`src/rtl/pc_seq_ctrl_pkg.sv`:
```
// Shared fetch-front-end definitions: sequencer states, PC increment,
// default reset address and the J-type index field width.
package mips_pkg;

  typedef enum logic [1:0] {
    IDLE  = 2'd0,
    FETCH = 2'd1,
    SLOT  = 2'd2
  } pc_state_e;

  localparam logic [31:0] PC_INC       = 32'd4;
  localparam logic [31:0] DEF_RESET_PC = 32'h0000_0000;
  localparam int          JMP_IDX_W    = 26;

endpackage

```
`src/rtl/pc_seq_ctrl_if.sv`:
```
// Fetch-control bundle between the PC sequencer (slave) and the
// decode/imem side that drives it (master).
interface pc_seq_ctrl_if;
  import mips_pkg::*;

  logic                  stall;
  logic                  imem_ready;
  logic                  br_valid;
  logic                  br_taken;
  logic                  jmp_valid;
  logic [31:0]           ctl_pc;
  logic signed [31:0]    br_offset;
  logic [JMP_IDX_W-1:0]  jmp_target;
  logic [31:0]           pc_addr;
  logic                  fetch_req;
  logic                  flush;
  logic                  redirect_pending;

  modport master (
    output stall, imem_ready, br_valid, br_taken, jmp_valid,
           ctl_pc, br_offset, jmp_target,
    input  pc_addr, fetch_req, flush, redirect_pending
  );

  modport slave (
    input  stall, imem_ready, br_valid, br_taken, jmp_valid,
           ctl_pc, br_offset, jmp_target,
    output pc_addr, fetch_req, flush, redirect_pending
  );
endinterface

```
`src/rtl/pc_seq_ctrl_branch_target_calc.sv`:
```
// Combinational branch/jump target adder, same arithmetic as add_jump_unit:
// branch = ctl_pc+4+(offset<<2), jump = {ctl_pc+4 [31:28], index, 2'b00}.
module branch_target_calc
  import mips_pkg::*;
(
  input  logic [31:0]          ctl_pc,
  input  logic signed [31:0]   br_offset,
  input  logic [JMP_IDX_W-1:0] jmp_target,
  input  logic                 sel_jmp,
  output logic [31:0]          target
);
  logic [31:0]        pc_plus4;
  logic signed [31:0] off_bytes;

  assign pc_plus4  = ctl_pc + PC_INC;
  assign off_bytes = br_offset <<< 2;
  assign target    = sel_jmp ? {pc_plus4[31:28], jmp_target, 2'b00}
                             : pc_plus4 + $unsigned(off_bytes);
endmodule

```
`src/rtl/pc_seq_ctrl.sv`:
```
// Program-counter sequencer for the fetch front end. Optional feature macro:
// DELAY_SLOT_EN (one architectural delay slot; otherwise flush-and-retarget).
module pc_seq_ctrl
  import mips_pkg::*;
#(
  parameter logic [31:0] RESET_PC = DEF_RESET_PC
) (
  input logic           clk,
  input logic           rst,
  pc_seq_ctrl_if.slave  bus
);
  pc_state_e   state_q, state_d;
  logic [31:0] pc_q, pc_d;
  logic [31:0] target;
  logic        fetch_req, adv, br_hit, redirect, sel_jmp, flush;
`ifdef DELAY_SLOT_EN
  logic [31:0] tgt_q, tgt_d;
`endif

  assign fetch_req = (state_q == FETCH) || (state_q == SLOT);
  assign adv       = fetch_req & bus.imem_ready & ~bus.stall;
  assign br_hit    = bus.br_valid & bus.br_taken;
  assign redirect  = br_hit | bus.jmp_valid;
  // A taken branch outranks a simultaneous jump.
  assign sel_jmp   = bus.jmp_valid & ~br_hit;

  branch_target_calc u_tgt (
    .ctl_pc     (bus.ctl_pc),
    .br_offset  (bus.br_offset),
    .jmp_target (bus.jmp_target),
    .sel_jmp    (sel_jmp),
    .target     (target)
  );

  always_ff @(posedge clk or posedge rst) begin
    if (rst) begin
      state_q <= IDLE;
      pc_q    <= RESET_PC;
`ifdef DELAY_SLOT_EN
      tgt_q   <= '0;
`endif
    end else begin
      state_q <= state_d;
      pc_q    <= pc_d;
`ifdef DELAY_SLOT_EN
      tgt_q   <= tgt_d;
`endif
    end
  end

  always_comb begin
    state_d = state_q;
    pc_d    = pc_q;
    flush   = 1'b0;
`ifdef DELAY_SLOT_EN
    tgt_d   = tgt_q;
`endif
    case (state_q)
      IDLE: state_d = FETCH;
      FETCH: begin
`ifdef DELAY_SLOT_EN
        if (redirect) begin
          // The fetch at pc_addr is the delay slot; retarget once it is accepted.
          if (adv) begin
            pc_d = target;
          end else begin
            tgt_d   = target;
            state_d = SLOT;
          end
        end else if (adv) begin
          pc_d = pc_q + PC_INC;
        end
`else
        if (redirect) begin
          flush = 1'b1;
          pc_d  = target;
        end else if (adv) begin
          pc_d = pc_q + PC_INC;
        end
`endif
      end
`ifdef DELAY_SLOT_EN
      SLOT: begin
        if (adv) begin
          pc_d    = tgt_q;
          state_d = FETCH;
        end
      end
`endif
      default: state_d = IDLE;
    endcase
  end

  assign bus.pc_addr   = pc_q;
  assign bus.fetch_req = fetch_req;
  assign bus.flush     = flush;
`ifdef DELAY_SLOT_EN
  assign bus.redirect_pending = (state_q == SLOT);
`else
  assign bus.redirect_pending = 1'b0;
`endif
endmodule

```
`src/flat_wrapper.sv`:
```
// flat-port wrapper written by rule: the top's interface ports become plain ports
module pc_seq_ctrl_flat import mips_pkg::*;
#(
  parameter logic [31:0] RESET_PC = DEF_RESET_PC
)
  (clk, rst, bus_stall, bus_imem_ready, bus_br_valid, bus_br_taken, bus_jmp_valid, bus_ctl_pc, bus_br_offset, bus_jmp_target, bus_pc_addr, bus_fetch_req, bus_flush, bus_redirect_pending);
  pc_seq_ctrl_if bus_i ();
  input logic clk;
  input logic rst;
  input wire logic [$bits(bus_i.stall)-1:0] bus_stall;
  input wire logic [$bits(bus_i.imem_ready)-1:0] bus_imem_ready;
  input wire logic [$bits(bus_i.br_valid)-1:0] bus_br_valid;
  input wire logic [$bits(bus_i.br_taken)-1:0] bus_br_taken;
  input wire logic [$bits(bus_i.jmp_valid)-1:0] bus_jmp_valid;
  input wire logic [$bits(bus_i.ctl_pc)-1:0] bus_ctl_pc;
  input wire logic [$bits(bus_i.br_offset)-1:0] bus_br_offset;
  input wire logic [$bits(bus_i.jmp_target)-1:0] bus_jmp_target;
  output wire logic [$bits(bus_i.pc_addr)-1:0] bus_pc_addr;
  output wire logic [$bits(bus_i.fetch_req)-1:0] bus_fetch_req;
  output wire logic [$bits(bus_i.flush)-1:0] bus_flush;
  output wire logic [$bits(bus_i.redirect_pending)-1:0] bus_redirect_pending;
  assign bus_i.stall = bus_stall;
  assign bus_i.imem_ready = bus_imem_ready;
  assign bus_i.br_valid = bus_br_valid;
  assign bus_i.br_taken = bus_br_taken;
  assign bus_i.jmp_valid = bus_jmp_valid;
  assign bus_i.ctl_pc = bus_ctl_pc;
  assign bus_i.br_offset = bus_br_offset;
  assign bus_i.jmp_target = bus_jmp_target;
  assign bus_pc_addr = bus_i.pc_addr;
  assign bus_fetch_req = bus_i.fetch_req;
  assign bus_flush = bus_i.flush;
  assign bus_redirect_pending = bus_i.redirect_pending;
  pc_seq_ctrl #(.RESET_PC(RESET_PC)) u_core (.clk(clk), .rst(rst), .bus(bus_i));
endmodule
```
`config.mk`:
```
export PLATFORM = sky130hd
export DESIGN_NAME = pc_seq_ctrl_flat
export DESIGN_NICKNAME = d
export VERILOG_FILES = /design/src/rtl/pc_seq_ctrl_pkg.sv /design/src/rtl/pc_seq_ctrl_if.sv /design/src/rtl/pc_seq_ctrl_branch_target_calc.sv /design/src/rtl/pc_seq_ctrl.sv /design/src/flat_wrapper.sv
export SDC_FILE = /design/constraint.sdc
export NUM_CORES = 1
export LEC_CHECK = 0
export ABC_AREA = 1
export CAP_MARGIN = 5
export CORE_MARGIN = 4
export CORE_UTILIZATION = 52
export CTS_BUF_LIST = sky130_fd_sc_hd__clkbuf_8
export CTS_CLUSTER_SIZE = 25
export DETAILED_ROUTE_END_ITERATION = 6
export HOLD_SLACK_MARGIN = 0.02
export PLACE_DENSITY = 0.84
export REMOVE_ABC_BUFFERS = 1
export SETUP_SLACK_MARGIN = 0.3
export SYNTH_ARGS = -nofsm -noshare
export SYNTH_HDL_FRONTEND = slang
export SYNTH_SLANG_ARGS = --single-unit
```
`constraint.sdc`:
```
create_clock -name clk -period 1.8 [get_ports clk]
set_input_delay 0.36 -clock clk [delete_from_list [all_inputs] [get_ports clk]]
set_output_delay 0.36 -clock clk [all_outputs]
set_load 0.005 [all_outputs]
```
==> summary.txt, run 1 <==
Floorplan
  – I/O Pins: ~130
  – Chip height: 109 um
  – Die Wd: about 110 um
  – Num rows: 36
  – Initial Util: between 50% and 60%

CTS
  – Sink Count: 33
  – CTS Buf Count: 5
  – Maximum clock insertion buffer count: 2
  – Clock root buffer: clkbuf_8
  – Htree depth: 2

Outcome
  – Stop stage: global routing (5_1_grt)
  – Status: aborted with a tool error
  – First Error: [ERROR DPL-0038] Utilization greater than 100%, impossible to legalize

Place
  – IO Port Bufs: approximately 130
  – Hpwl dp: approximately 17000 um
  – Pre-CTS WS: -1.70 ns
  – GPL Wtd Cong: just under 1

Synthesis
  – Post-synth top area share: a little under a fifth
  – Cell taking the most area after synthesis: nand2_1
  – Synth warnings: 0
  – Cells after Synth: slightly above 900
  – Async SR Flop Fraction: 100%
  – Synthesized area: between 5000 and 6000 sq um
  – Top post-synthesis cells by area: nand2_1, dfrtp_1, nor2_1
  – Top FF cell, synth: dfrtp_1
  – Post-synth EDFFs: 0
  – Sequential area share after synthesis: ~16%
  – Cell variety after synth: 42
  – Post-Syn Area per Cell: ~5.7 sq um
  – Synthesized flop and latch total: 33

STA
  – Type of pin the worst path ends at: sequential cell input
  – GR repair worst EP: u_core.bus.pc_addr[30]$_DFFE_PP0P_/D

GRT
  – Largest net degree at the start of global routing: 44
## kinds of logic after synthesis
| group | count (synthesis) | synth area share [%] |
|---|---|---|
| fa+ha+maj | 37 | 8.85 |
| flops | 33 | 15.5 |
| buf+inv | 133 | 9.91 |
| other cells | 2 | 0.141 |
| simple gates | 541 | 43.3 |
| xor+xnor | 48 | 7.91 |
| compound gates | 136 | 14.3 |
## Yosys cell counts (15+ instances only)
master / count
a21oi_1: 75
dfrtp_1: 33
ha_1: 36
inv_1: 112
nand2_1: 263
nand3_1: 70
nand4_1: 15
nor2_1: 140
nor3_1: 24
o21ai_0: 33
xnor2_1: 16
xor2_1: 32
## per-stage QoR
step	hold WS, ns	util [%]	setup TNS [ns]	instance area (sq um)	cells
after floorplan	0.489	-	-19.47	5220	913
after global placement	0.485	80.2	-38.37	7920	1338
after detailed placement	0.502	80.2	-40.74	7920	1338
after CTS	0.493	92.2	-16.97	9090	1404
## repair_timing
item | CTS
gates cloned | 0
resized for setup | 313
pin swaps | 98
hold buffers | 0
endpoints found under the hold margin | 0
setup endpoints to repair | 64
buffers inserted | 59
==> run 2, diff against run 1 <==
CORE_UTILIZATION = 40   (was 52)
CTS_BUF_LIST = default   (was sky130_fd_sc_hd__clkbuf_8)
CTS_CLUSTER_SIZE = default   (was 25)
HOLD_SLACK_MARGIN = default   (was 0.02)
PLACE_DENSITY = default   (was 0.84)
PLACE_DENSITY_LB_ADDON = 0.15   (was default)
SETUP_SLACK_MARGIN = default   (was 0.3)
==> run 2 against run 1 <==
Net effect:
- the flow now finishes, with violations (negative setup slack)
- synthesized cell count is the same
- synthesized area did not move
==> summary.txt, run 2 <==
Setup path
  – CP max stage cell: or3_4
  – Worst stage delay on the critical path: between 0.4 and 0.5 ns
  – Required @ worst endpoint: 1.98 ns
  – Most Frequent Cell on Critical Path: nand2_1
  – R2r setup slk: -0.17 ns
  – Critical path start-end classification: input port to flip-flop
  – Crit path DAT: approximately 3.2 ns
  – Critical Path Fanout Max: 4
  – Crit path cell chain: buf_8 -> ha_4 -> and3_4 -> nand2_4 -> or3_4 -> nor2_4 -> xor2_1 -> ha_1 -> nand2_1 -> nand2_2 -> inv_2 -> o21bai_4 -> a21oi_2 -> o21ai_1 -> nor2_1 -> nand2_1 -> nand2_1 -> nand3_2 -> nand2_1 -> nand2_1
  – CP Capture Type: flip-flop
  – Critical Path Start Type: input port

Floorplan
  – Die footprint: roughly 15000 sq um
  – I/O Pins: 132 (unchanged)
  – Initial Util: 41.4% (was 53.9%)
  – Num rows: 41 (was 36)
  – Die Wd: 123 um (was 109 um)
  – Core Footprint: around 13000 sq um
  – Chip height: 123 um (was 109 um)

Layout
  – Commonest non-fill, non-tap cell in the layout: buf_4
  – Multi-input logic area: 5810 sq um
  – Layout Nets: ~1.4k
  – Max reg flops: 32
  – Fillcell total: ~750
  – Layout cells sized above 1: between 40% and 50%
  – Ant. Diodes: 0
  – Layout area overhead: 98.3%
  – FF+latch area: 826 sq um
  – Commonest non-fill, non-tap cells in the layout: buf_4, nand2_1, nor2_1

STA
  – Worst hold slack: around 0.48 ns
  – Fin crit period: slightly above 3 ns
  – Final Max Tran Viols: 0
  – RSZ-0062 raised after global routing: yes
  – Final setup vio count: 28
  – Final Hold Fails: 0
  – Fmax: 327 MHz
  – Period utilisation layout: 170%
  – Slack of the critical path: -1.26 ns
  – Skew final: about 0.0029 ns

GRT
  – First-pass GRT wire length: 35400 um
  – GR Layer Usage met2: 52.2%
  – Busiest grt layer: met2
  – Grt ovf: 0
  – Initial antenna violation count: 0
  – Vias in the first global route: around 7.4k
  – Largest net degree at the start of global routing: 44
  – GR Layer Usage met3: under 10%
  – GRT met1 Usage: 35.9%
  – Global Route Usage Sum: around 29%

Synthesis
  – Post-synth EDFFs: 0 (unchanged)
  – Post-Syn Area per Cell: 5.72 sq um (unchanged)
  – Top post-synthesis cells by area: nand2_1, dfrtp_1, nor2_1 (unchanged)
  – Commonest cells post-synth: nand2_1, nor2_1, inv_1 (unchanged)
  – Cell taking the most area after synthesis: nand2_1 (unchanged)
  – Cells after Synth: 930 (unchanged)
  – Sequential area share after synthesis: 15.5% (unchanged)
  – Synth warnings: 0 (unchanged)
  – Top FF cell, synth: dfrtp_1 (unchanged)
  – Post-synth top area share: 18.6% (unchanged)
  – Synthesized flop and latch total: 33 (unchanged)
  – Async SR Flop Fraction: 100% (unchanged)
  – Cell variety after synth: 42 (unchanged)
  – Synthesized area: 5320 sq um (unchanged)
  – Most frequent cell after synthesis: nand2_1 (unchanged)

Detailed routing
  – Post-route DRC: 0
  – Initial DRC Count: about 930
  – Routed Wire Length: around 31000 um
  – Antenna-violating nets left: 0
  – Via Count: around 8.6k
  – Drt pass-1 iters: 7
  – Wire per inst: 21.6 um
  – Via/cell ratio: ~6.0

CTS
  – Cts hold-fix bufs: 0 (unchanged)
  – Clock-pin slew on the worst setup and hold paths: ~0.05 ns
  – CTS Buf Count: 5 (unchanged)
  – Maximum clock insertion buffer count: 2 (unchanged)
  – Htree depth: 2 (unchanged)
  – Worst-Skew Late Latency: roughly 0.28 ns
  – Sink Count: 33 (unchanged)
  – Clock root buffer: clkbuf_16 (was clkbuf_8)
  – CTS tree: built

Power and ir drop
  – Pwr per Cell Area: ~550 nW/um^2
  – Peak VDD IR: 328 uV
  – Leak Pwr: between 0.004 and 0.005 uW
  – Power Total: approximately 5800 uW

Outcome
  – Failing checks: negative setup slack
  – Status: finished with violations (was aborted with a tool error)

Place
  – Hpwl dp: 16400 um (was 17000 um)
  – IO Port Bufs: 128 (unchanged)
  – GPL Wtd Cong: 0.986 (was 0.975)

Min path
  – Hold WC Path Type: input port to asynchronous set/reset pin

Job
  – Max-cap violation count: 0
==> run 2: cell counts after synthesis <==
No cell type changed its count.
==> run 2: through the flow <==
step	instances	setup WS [ns]	cell area, sq um	TNS [ns]	util, %
2_1_floorplan	913	-0.933	5220	-19.47	-
3_3_place_gp	1385	-1.68	8020	-39.10	62.6
3_5_place_dp	1385	-1.72	8020	-40.47	62.6
4_1_cts	1423	-0.828	9330	-16.07	72.8
5_1_grt	1448	-1.25	10500	-24.38	82.2
6_report	1448	-1.26	10500	-22.60	82.2
==> run 2: worst paths after layout <==
path                       cells after the start                      to             startpoint
min in group clk                               1   u_core.bus.pc_addr[0]  u_core.bus.pc_addr[0]
max in group asynchronous                      3  u_core.bus.pc_addr[14]                    rst
setup reg to reg                               9  u_core.bus.pc_addr[24]  u_core.bus.pc_addr[3]
setup / recovery                              20  u_core.bus.pc_addr[29]          bus_ctl_pc[2]
hold / removal                                 3       u_core.state_q[0]                    rst
hold reg to reg                                1   u_core.bus.pc_addr[0]  u_core.bus.pc_addr[0]
==> run 2: cell families (layout without fill, tap and decap cells) <==
kind of cell,Yosys count,in the layout,synth area share (%)
and+or+nand+nor,541,541,43.3
adders and majority gates,37,37,8.85
xor gates and xnor gates,48,48,7.91
other,2,2,0.141
DFF,33,33,15.5
AOI/OAI and AO/OA,136,136,14.3
buffers and inverters,133,479,9.91
==> run 2: metal layers <==
metal / routed length, um / vias to the layer above
li1: - / 3710
met1: 10900 / 3911
met2: 14200 / 730
met3: 3300 / 266
met4: 2940 / 0
met5: 0 / -
==> run 2: worst max-delay path, delay by kind of cell <==
family | cells | cell delay (ns)
buffers and inverters | 2 | 0.17
adders and majority gates | 2 | 0.47
xor gates and xnor gates | 1 | 0.18
AOI/OAI and AO/OA | 3 | 0.34
and+or+nand+nor | 12 | 1.70
==> run 2: area by class of cell <==
class / count / share of cell area (%)
Sequential cell: 33 / 7.84
Clock inverter: 1 / 0.0475
Clock buffer: 7 / 1.45
Multi-Input combinational cell: 764 / 55.1
Timing Repair Buffer: 355 / 29.3
Tap cell: 172 / 2.04
Inverter: 116 / 4.25
==> run 2: repair_timing <==
action / in CTS / in global routing
endpoints found under the setup margin: 30 / 30
pin swaps: 147 / 124
setup buffers: 34 / 29
resized for setup: 343 / 208
==> run 2: report_power, final <==
part           internal [uW]  switching [uW]  leakage, uW
clock                    585             325    0.0000799
combinational           1790            2010      0.00445
sequential               891             185     0.000380
(Power assumes the default switching activity.)
==> run 3, diff against run 2 <==
CORE_MARGIN = 2   (was 4)
==> run 3 against run 2 <==
Net effect:
- the run still ends with negative setup slack left
- clock skew rose by 0.0011 ns
- combinational power fell by 6.8%
- design area fell by 1.8%
- flip-flop and latch count did not move
- fmax rose by 7.3%
- worst setup slack improved by 0.21 ns
- core utilization fell by 3.1 points
- critical endpoint unchanged
==> summary.txt, run 3 (synthesis results as in run 2) <==
Outcome
  – Status: finished with violations (unchanged)
  – Failing checks: negative setup slack (unchanged)

Place
  – IO Port Bufs: 128 (unchanged)
  – GPL Wtd Cong: 0.924 (was 0.986)
  – Hpwl dp: 16300 um (was 16400 um)
  – Area after DPL: 8010 sq um (was 8020 sq um)
  – Cells after DPL: 1386 (was 1385)
  – Pre-CTS WS: -1.69 ns (was -1.72 ns)

Layout
  – Layout area overhead: 94.7% (was 98.3%)
  – Layout cells sized above 1: 44.8% (was 43.8%)
  – FF+latch area: 826 sq um (unchanged)
  – Layout Nets: 1395 (was 1409)
  – Fillcell total: 824 (was 745)
  – Multi-input logic area: 5760 sq um (was 5810 sq um)
  – Design Area, Final: 10300 sq um (was 10500 sq um)
  – Ant. Diodes: 0 (unchanged)
  – Commonest non-fill, non-tap cell in the layout: buf_4 (unchanged)
  – Fin util: 79.1% (was 82.2%)
  – Final cell count without fillers: 1438 (was 1448)
  – Commonest non-fill, non-tap cells in the layout: buf_4, nand2_1, clkdlybuf4s50_1 (was buf_4, nand2_1, nor2_1)
  – Max reg flops: 32 (unchanged)

CTS
  – Worst-Skew Late Latency: 0.28 ns (about the same)
  – Sink Count: 33 (unchanged)
  – Clock-pin slew on the worst setup and hold paths: 0.05 ns (about the same)
  – Htree depth: 2 (unchanged)
  – CTS Buf Count: 5 (unchanged)
  – Maximum clock insertion buffer count: 2 (unchanged)
  – CTS tree: built (unchanged)
  – Cts hold-fix bufs: 0 (unchanged)
  – Clock root buffer: clkbuf_16 (unchanged)

Floorplan
  – Core Footprint: 13100 sq um (was 12800 sq um)
  – Initial Util: 40.6% (was 41.4%)
  – Die Wd: 119 um (was 123 um)
  – Chip height: 119 um (was 123 um)
  – Die footprint: 14200 sq um (was 15200 sq um)
  – I/O Pins: 132 (unchanged)
  – Num rows: 42 (was 41)

Power and ir drop
  – Peak VDD IR: 338 uV (was 328 uV)
  – Leak Pwr: 0.00481 uW (was 0.00491 uW)
  – Pwr per Cell Area: 526 nW/um^2 (was 549 nW/um^2)

STA
  – RSZ-0062 raised after global routing: yes (unchanged)
  – Final Hold Fails: 0 (unchanged)
  – Final setup vio count: 27 (was 28)
  – Skew final: 0.00400 ns (was 0.00285 ns)
  – Final Max Tran Viols: 0 (unchanged)
  – Fmax: 350 MHz (was 327 MHz)
  – Fin crit period: 2.85 ns (was 3.06 ns)
  – Period utilisation layout: 159% (was 170%)
  – Slack of the critical path: -1.05 ns (was -1.26 ns)

Job
  – Max-cap violation count: 0 (unchanged)

Setup path
  – Reg2reg path depth: 9 (unchanged)
  – Critical Path Start Type: input port (unchanged)
  – Crit path DAT: 3.03 ns (was 3.24 ns)
  – Critical path start-end classification: input port to flip-flop (unchanged)
  – R2r setup slk: -0.17 ns (about the same)
  – CP Capture Type: flip-flop (unchanged)
  – Critical Path Fanout Max: 4 (unchanged)
  – Required @ worst endpoint: 1.97 ns (was 1.98 ns)
  – Setup crit end: u_core.bus.pc_addr[29] (unchanged)
  – Reg-to-Reg End: u_core.bus.pc_addr[24] (unchanged)
  – Worst r2r src: u_core.bus.pc_addr[2] (was u_core.bus.pc_addr[3])
  – Critical Path Start: bus_ctl_pc[12] (was bus_ctl_pc[2])

GRT
  – Largest net degree at the start of global routing: 34 (was 44)
  – First-pass GRT wire length: 34600 um (was 35400 um)
  – Vias in the first global route: 7183 (was 7392)
  – Grt ovf: 0 (unchanged)
  – Global Route Usage Sum: 30.4% (was 29.3%)
  – Initial antenna violation count: 0 (unchanged)

Detailed routing
  – Initial DRC Count: 902 (was 925)
  – Via/cell ratio: 5.60 (was 5.95)
  – Wire per inst: 19.1 um (was 21.6 um)
  – Post-route DRC: 0 (unchanged)
  – Via Count: 8055 (was 8617)
  – Drt pass-1 iters: 6 (was 7)
  – Routed Wire Length: 27400 um (was 31300 um)
  – Antenna-violating nets left: 0 (unchanged)

Min path
  – Hold WC Path Type: input port to asynchronous set/reset pin (unchanged)
run 3: cell count changes in the layout (fill, tap and decap cells not counted), moves of 6 or more:
| cell | previous run | this run |
|---|---|---|
| nand3_2 | 9 | 25 |
| nand3_1 | 55 | 44 |
| buf_4 | 196 | 186 |
| nand2_2 | 61 | 71 |
| nand2_1 | 176 | 167 |
| nor2_2 | 11 | 19 |
| nor2_1 | 106 | 100 |
run 3: routing by layer:
metal / part of all wire [%] / up-vias / GRT usage, %
met3: 7.0 / 184 / 2.73
li1: - / 3671 / -
met4: 7.0 / 0 / 9.90
met1: 38 / 3694 / 38.0
met5: 0 / - / 0
met2: 48 / 506 / 54.8
run 3: layout make-up:
cell class / count / share of cell area [%]
clock inverters: 2 / 0.0967
clock buffers: 6 / 1.25
well taps: 176 / 2.13
multi-input cells: 764 / 55.7
flip-flops and latches: 33 / 7.98
inverters: 116 / 4.23
repair buffers: 341 / 28.6
run 3: critical path, cell delays in order:
cell	delay, ns
buf_6	0.09
nand2_4	0.07
nor3_4	0.25
buf_4	0.17
nand3_1	0.12
nor3_2	0.21
xor2_1	0.23
ha_2	0.38
a21oi_4	0.22
o21bai_2	0.12
a21oi_2	0.17
nor2_2	0.06
nor2_1	0.16
nand2_1	0.09
nand2_1	0.09
nand3_2	0.08
nand2_1	0.09
nand2_1	0.05
run 3: stage by stage:
step           hold slack (ns)  total power [uW]  TNS (ns)
5_1_grt                  0.532              5710    -22.43
4_1_cts                  0.501              4760    -16.06
3_5_place_dp             0.489              3620    -39.91
6_report                 0.482              5450    -20.34
2_1_floorplan            0.489              2250    -19.47
3_3_place_gp             0.478              3610    -38.86
run 3: how the worst min path moves through the flow:
stage                          start                     to  slack (ns)  cells after the start
6_report                         rst  u_core.bus.pc_addr[4]        0.48                      3
5_1_grt        u_core.bus.pc_addr[0]  u_core.bus.pc_addr[0]        0.53                      1
4_1_cts                          rst  u_core.bus.pc_addr[4]        0.50                      3
3_5_place_dp   u_core.bus.pc_addr[1]  u_core.bus.pc_addr[1]        0.49                      1
3_3_place_gp   u_core.bus.pc_addr[1]  u_core.bus.pc_addr[1]        0.48                      1
2_1_floorplan                    rst  u_core.bus.pc_addr[0]        0.49                      1
run 3: report_power, final:
part           leakage [uW]  switching, uW  internal, uW  total (uW)
sequential         0.000380            182           891        1070
clock             0.0000706            320           508         828
combinational       0.00436           1840          1700        3540
run 3: what timing repair did:
item / in CTS / in global routing
setup buffers: 33 / 14
pin swaps: 112 / 133
setup endpoints to repair: 30 / 29
resized for setup: 281 / 262
==> run 4, diff against run 3 <==
--- a/config.mk
+++ b/config.mk
@@ -8,3 +8,3 @@
 export ABC_AREA = 1
-export CAP_MARGIN = 5
+export CAP_MARGIN = 20
 export CORE_MARGIN = 2
==> constraint.sdc (replaced) <==
create_clock -name clk -period 1.8 [get_ports clk]
set_input_delay 0.27 -clock clk [delete_from_list [all_inputs] [get_ports clk]]
set_output_delay 0.27 -clock clk [all_outputs]
set_load 0.005 [all_outputs]
==> run 4 against run 3 <==
Net effect:
- design area shrank 0.70%
- first-iteration DRC count increased by 21%
- the run still ends with negative setup slack left
- worst setup slack improved by 0.18 ns
- sequential share of layout area rose by 0.056 points
- clock-buffer cell count is 1 higher
- non-clock buffer count rose by 4
- power up 0.14%
- die area unchanged
==> summary.txt, run 4 (synthesis results as in run 2) <==
GRT
  – Global Route Usage Sum: 29.6% (was 30.4%)
  – Largest net degree at the start of global routing: 34 (unchanged)
  – Grt ovf: 0 (unchanged)
  – First-pass GRT wire length: 33800 um (was 34600 um)
  – Vias in the first global route: 7063 (was 7183)
  – Initial antenna violation count: 0 (unchanged)

CTS
  – CTS tree: built (unchanged)
  – Worst-Skew Late Latency: 0.28 ns (about the same)
  – Clock root buffer: clkbuf_16 (unchanged)
  – Sink Count: 33 (unchanged)
  – Htree depth: 2 (unchanged)
  – CTS Buf Count: 5 (unchanged)
  – Cts hold-fix bufs: 0 (unchanged)
  – Clock-pin slew on the worst setup and hold paths: 0.05 ns (about the same)
  – Maximum clock insertion buffer count: 2 (unchanged)

Power and ir drop
  – Power Total: 5450 uW (about the same)
  – Leak Pwr: 0.00479 uW (was 0.00481 uW)
  – Pwr per Cell Area: 531 nW/um^2 (was 526 nW/um^2)
  – Peak VDD IR: 346 uV (was 338 uV)

Setup path
  – Crit path DAT: 2.89 ns (was 3.03 ns)
  – Critical path start-end classification: input port to flip-flop (unchanged)
  – Required @ worst endpoint: 2.01 ns (was 1.97 ns)
  – Critical Path Fanout Max: 4 (unchanged)
  – Critical Path Start Type: input port (unchanged)
  – CP Capture Type: flip-flop (unchanged)

Detailed routing
  – Routed Wire Length: 26800 um (was 27400 um)
  – Via Count: 8101 (was 8055)
  – Antenna-violating nets left: 0 (unchanged)
  – Wire per inst: 18.6 um (was 19.1 um)
  – Initial DRC Count: 1091 (was 902)
  – Drt pass-1 iters: 7 (was 6)
  – Via/cell ratio: 5.62 (was 5.60)
  – Post-route DRC: 0 (unchanged)

STA
  – Fmax: 374 MHz (was 350 MHz)
  – Period utilisation layout: 149% (was 159%)
  – Final setup vio count: 26 (was 27)
  – Worst hold slack: 0.398 ns (was 0.482 ns)
  – Slack of the critical path: -0.877 ns (was -1.05 ns)
  – Final Max Tran Viols: 0 (unchanged)
  – Final Hold Fails: 0 (unchanged)
  – Fin crit period: 2.68 ns (was 2.85 ns)
  – RSZ-0062 raised after global routing: yes (unchanged)
  – Setup TNS Final: -16.92 ns (was -20.34 ns)
  – Skew final: 0.00550 ns (was 0.00400 ns)

Floorplan
  – Core Footprint: 13100 sq um (unchanged)
  – Initial Util: 40.6% (unchanged)
  – I/O Pins: 132 (unchanged)
  – Chip height: 119 um (unchanged)
  – Die Wd: 119 um (unchanged)
  – Num rows: 42 (unchanged)
  – Die footprint: 14200 sq um (unchanged)

Min path
  – Hold WC Path Type: input port to asynchronous set/reset pin (unchanged)

Layout
  – Ant. Diodes: 0 (unchanged)
  – Layout cells sized above 1: 42.9% (was 44.8%)
  – Commonest non-fill, non-tap cells in the layout: buf_4, nand2_1, nor2_1 (was buf_4, nand2_1, clkdlybuf4s50_1)
  – Layout area overhead: 93.3% (was 94.7%)
  – Layout Nets: 1399 (was 1395)
  – Commonest non-fill, non-tap cell in the layout: buf_4 (unchanged)
  – Fillcell total: 854 (was 824)
  – Max reg flops: 32 (unchanged)
  – Fin util: 78.5% (was 79.1%)
  – Final cell count without fillers: 1441 (was 1438)

Job
  – Max-cap violation count: 0 (unchanged)

Place
  – IO Port Bufs: 128 (unchanged)
  – Hpwl dp: 16500 um (was 16300 um)
  – GPL Wtd Cong: 0.944 (was 0.924)
  – Cells after DPL: 1389 (was 1386)

Outcome
  – Failing checks: negative setup slack (unchanged)
  – Status: finished with violations (unchanged)
-- run 4: worst paths after layout --
kind / endpoint / depth (start not counted) / slack [ns] / start
min: u_core.bus.pc_addr[3] / 3 / 0.40 / rst
min reg2reg: u_core.bus.pc_addr[0] / 1 / 0.49 / u_core.bus.pc_addr[0]
min in group clk: u_core.bus.pc_addr[0] / 1 / 0.49 / u_core.bus.pc_addr[0]
max in group asynchronous: u_core.bus.pc_addr[1] / 3 / 1.07 / rst
max: u_core.bus.pc_addr[24] / 18 / -0.88 / bus_ctl_pc[2]
max reg2reg: u_core.bus.pc_addr[31] / 9 / -0.01 / u_core.bus.pc_addr[3]
-- run 4: power by group --
group / total (uW) / internal [uW] / leakage, uW / switching (uW)
sequential: 1080 / 892 / 0.000380 / 188
clock: 849 / 542 / 0.0000700 / 307
combinational: 3520 / 1690 / 0.00434 / 1840
-- run 4: routing by layer --
layer / vias up / GRT usage (%) / share of wire, %
li1: 3689 / - / -
met1: 3693 / 37.3 / 38
met2: 533 / 51.9 / 47
met3: 186 / 2.25 / 6.9
met4: 0 / 12.3 / 7.7
met5: - / 0 / 0
-- run 4: worst max-delay path: stages --
cell and delay [ns]:
buf_8 0.08, ha_4 0.12, and3_4 0.19, nand2_2 0.06
or3_4 0.43, nor2_4 0.14, xor2_1 0.08, ha_1 0.40
nand2_2 0.12, nor2_4 0.15, nand2_2 0.09, nor2_2 0.15
nand2_1 0.12, nand3_1 0.13, nand2_1 0.09, nand3_2 0.08
nand2_1 0.05, a21oi_1 0.12
-- run 4: cell type report --
class / count / area [sq um] / share of cell area [%]
sequential: 33 / 826 / 8.04
multi-input combinational: 764 / 5660 / 55.1
timing repair buffer: 345 / 2980 / 29.0
inverter: 116 / 440 / 4.29
clock buffer: 7 / 143 / 1.39
tap: 176 / 220 / 2.14
-- run 4: repair_timing --
item                                    CTS  global route
pin swaps                                97           152
endpoints found under the hold margin     0             0
endpoints found under the setup margin   30            28
gates resized for setup                 270           251
buffers inserted                         28            21
-- run 4: stage by stage --
stage | cell area [sq um] | setup WS [ns]
3_3_place_gp | 8030 | -1.64
4_1_cts | 8950 | -0.734
3_5_place_dp | 8030 | -1.64
5_1_grt | 10300 | -0.994
6_report | 10300 | -0.877
2_1_floorplan | 5220 | -0.843
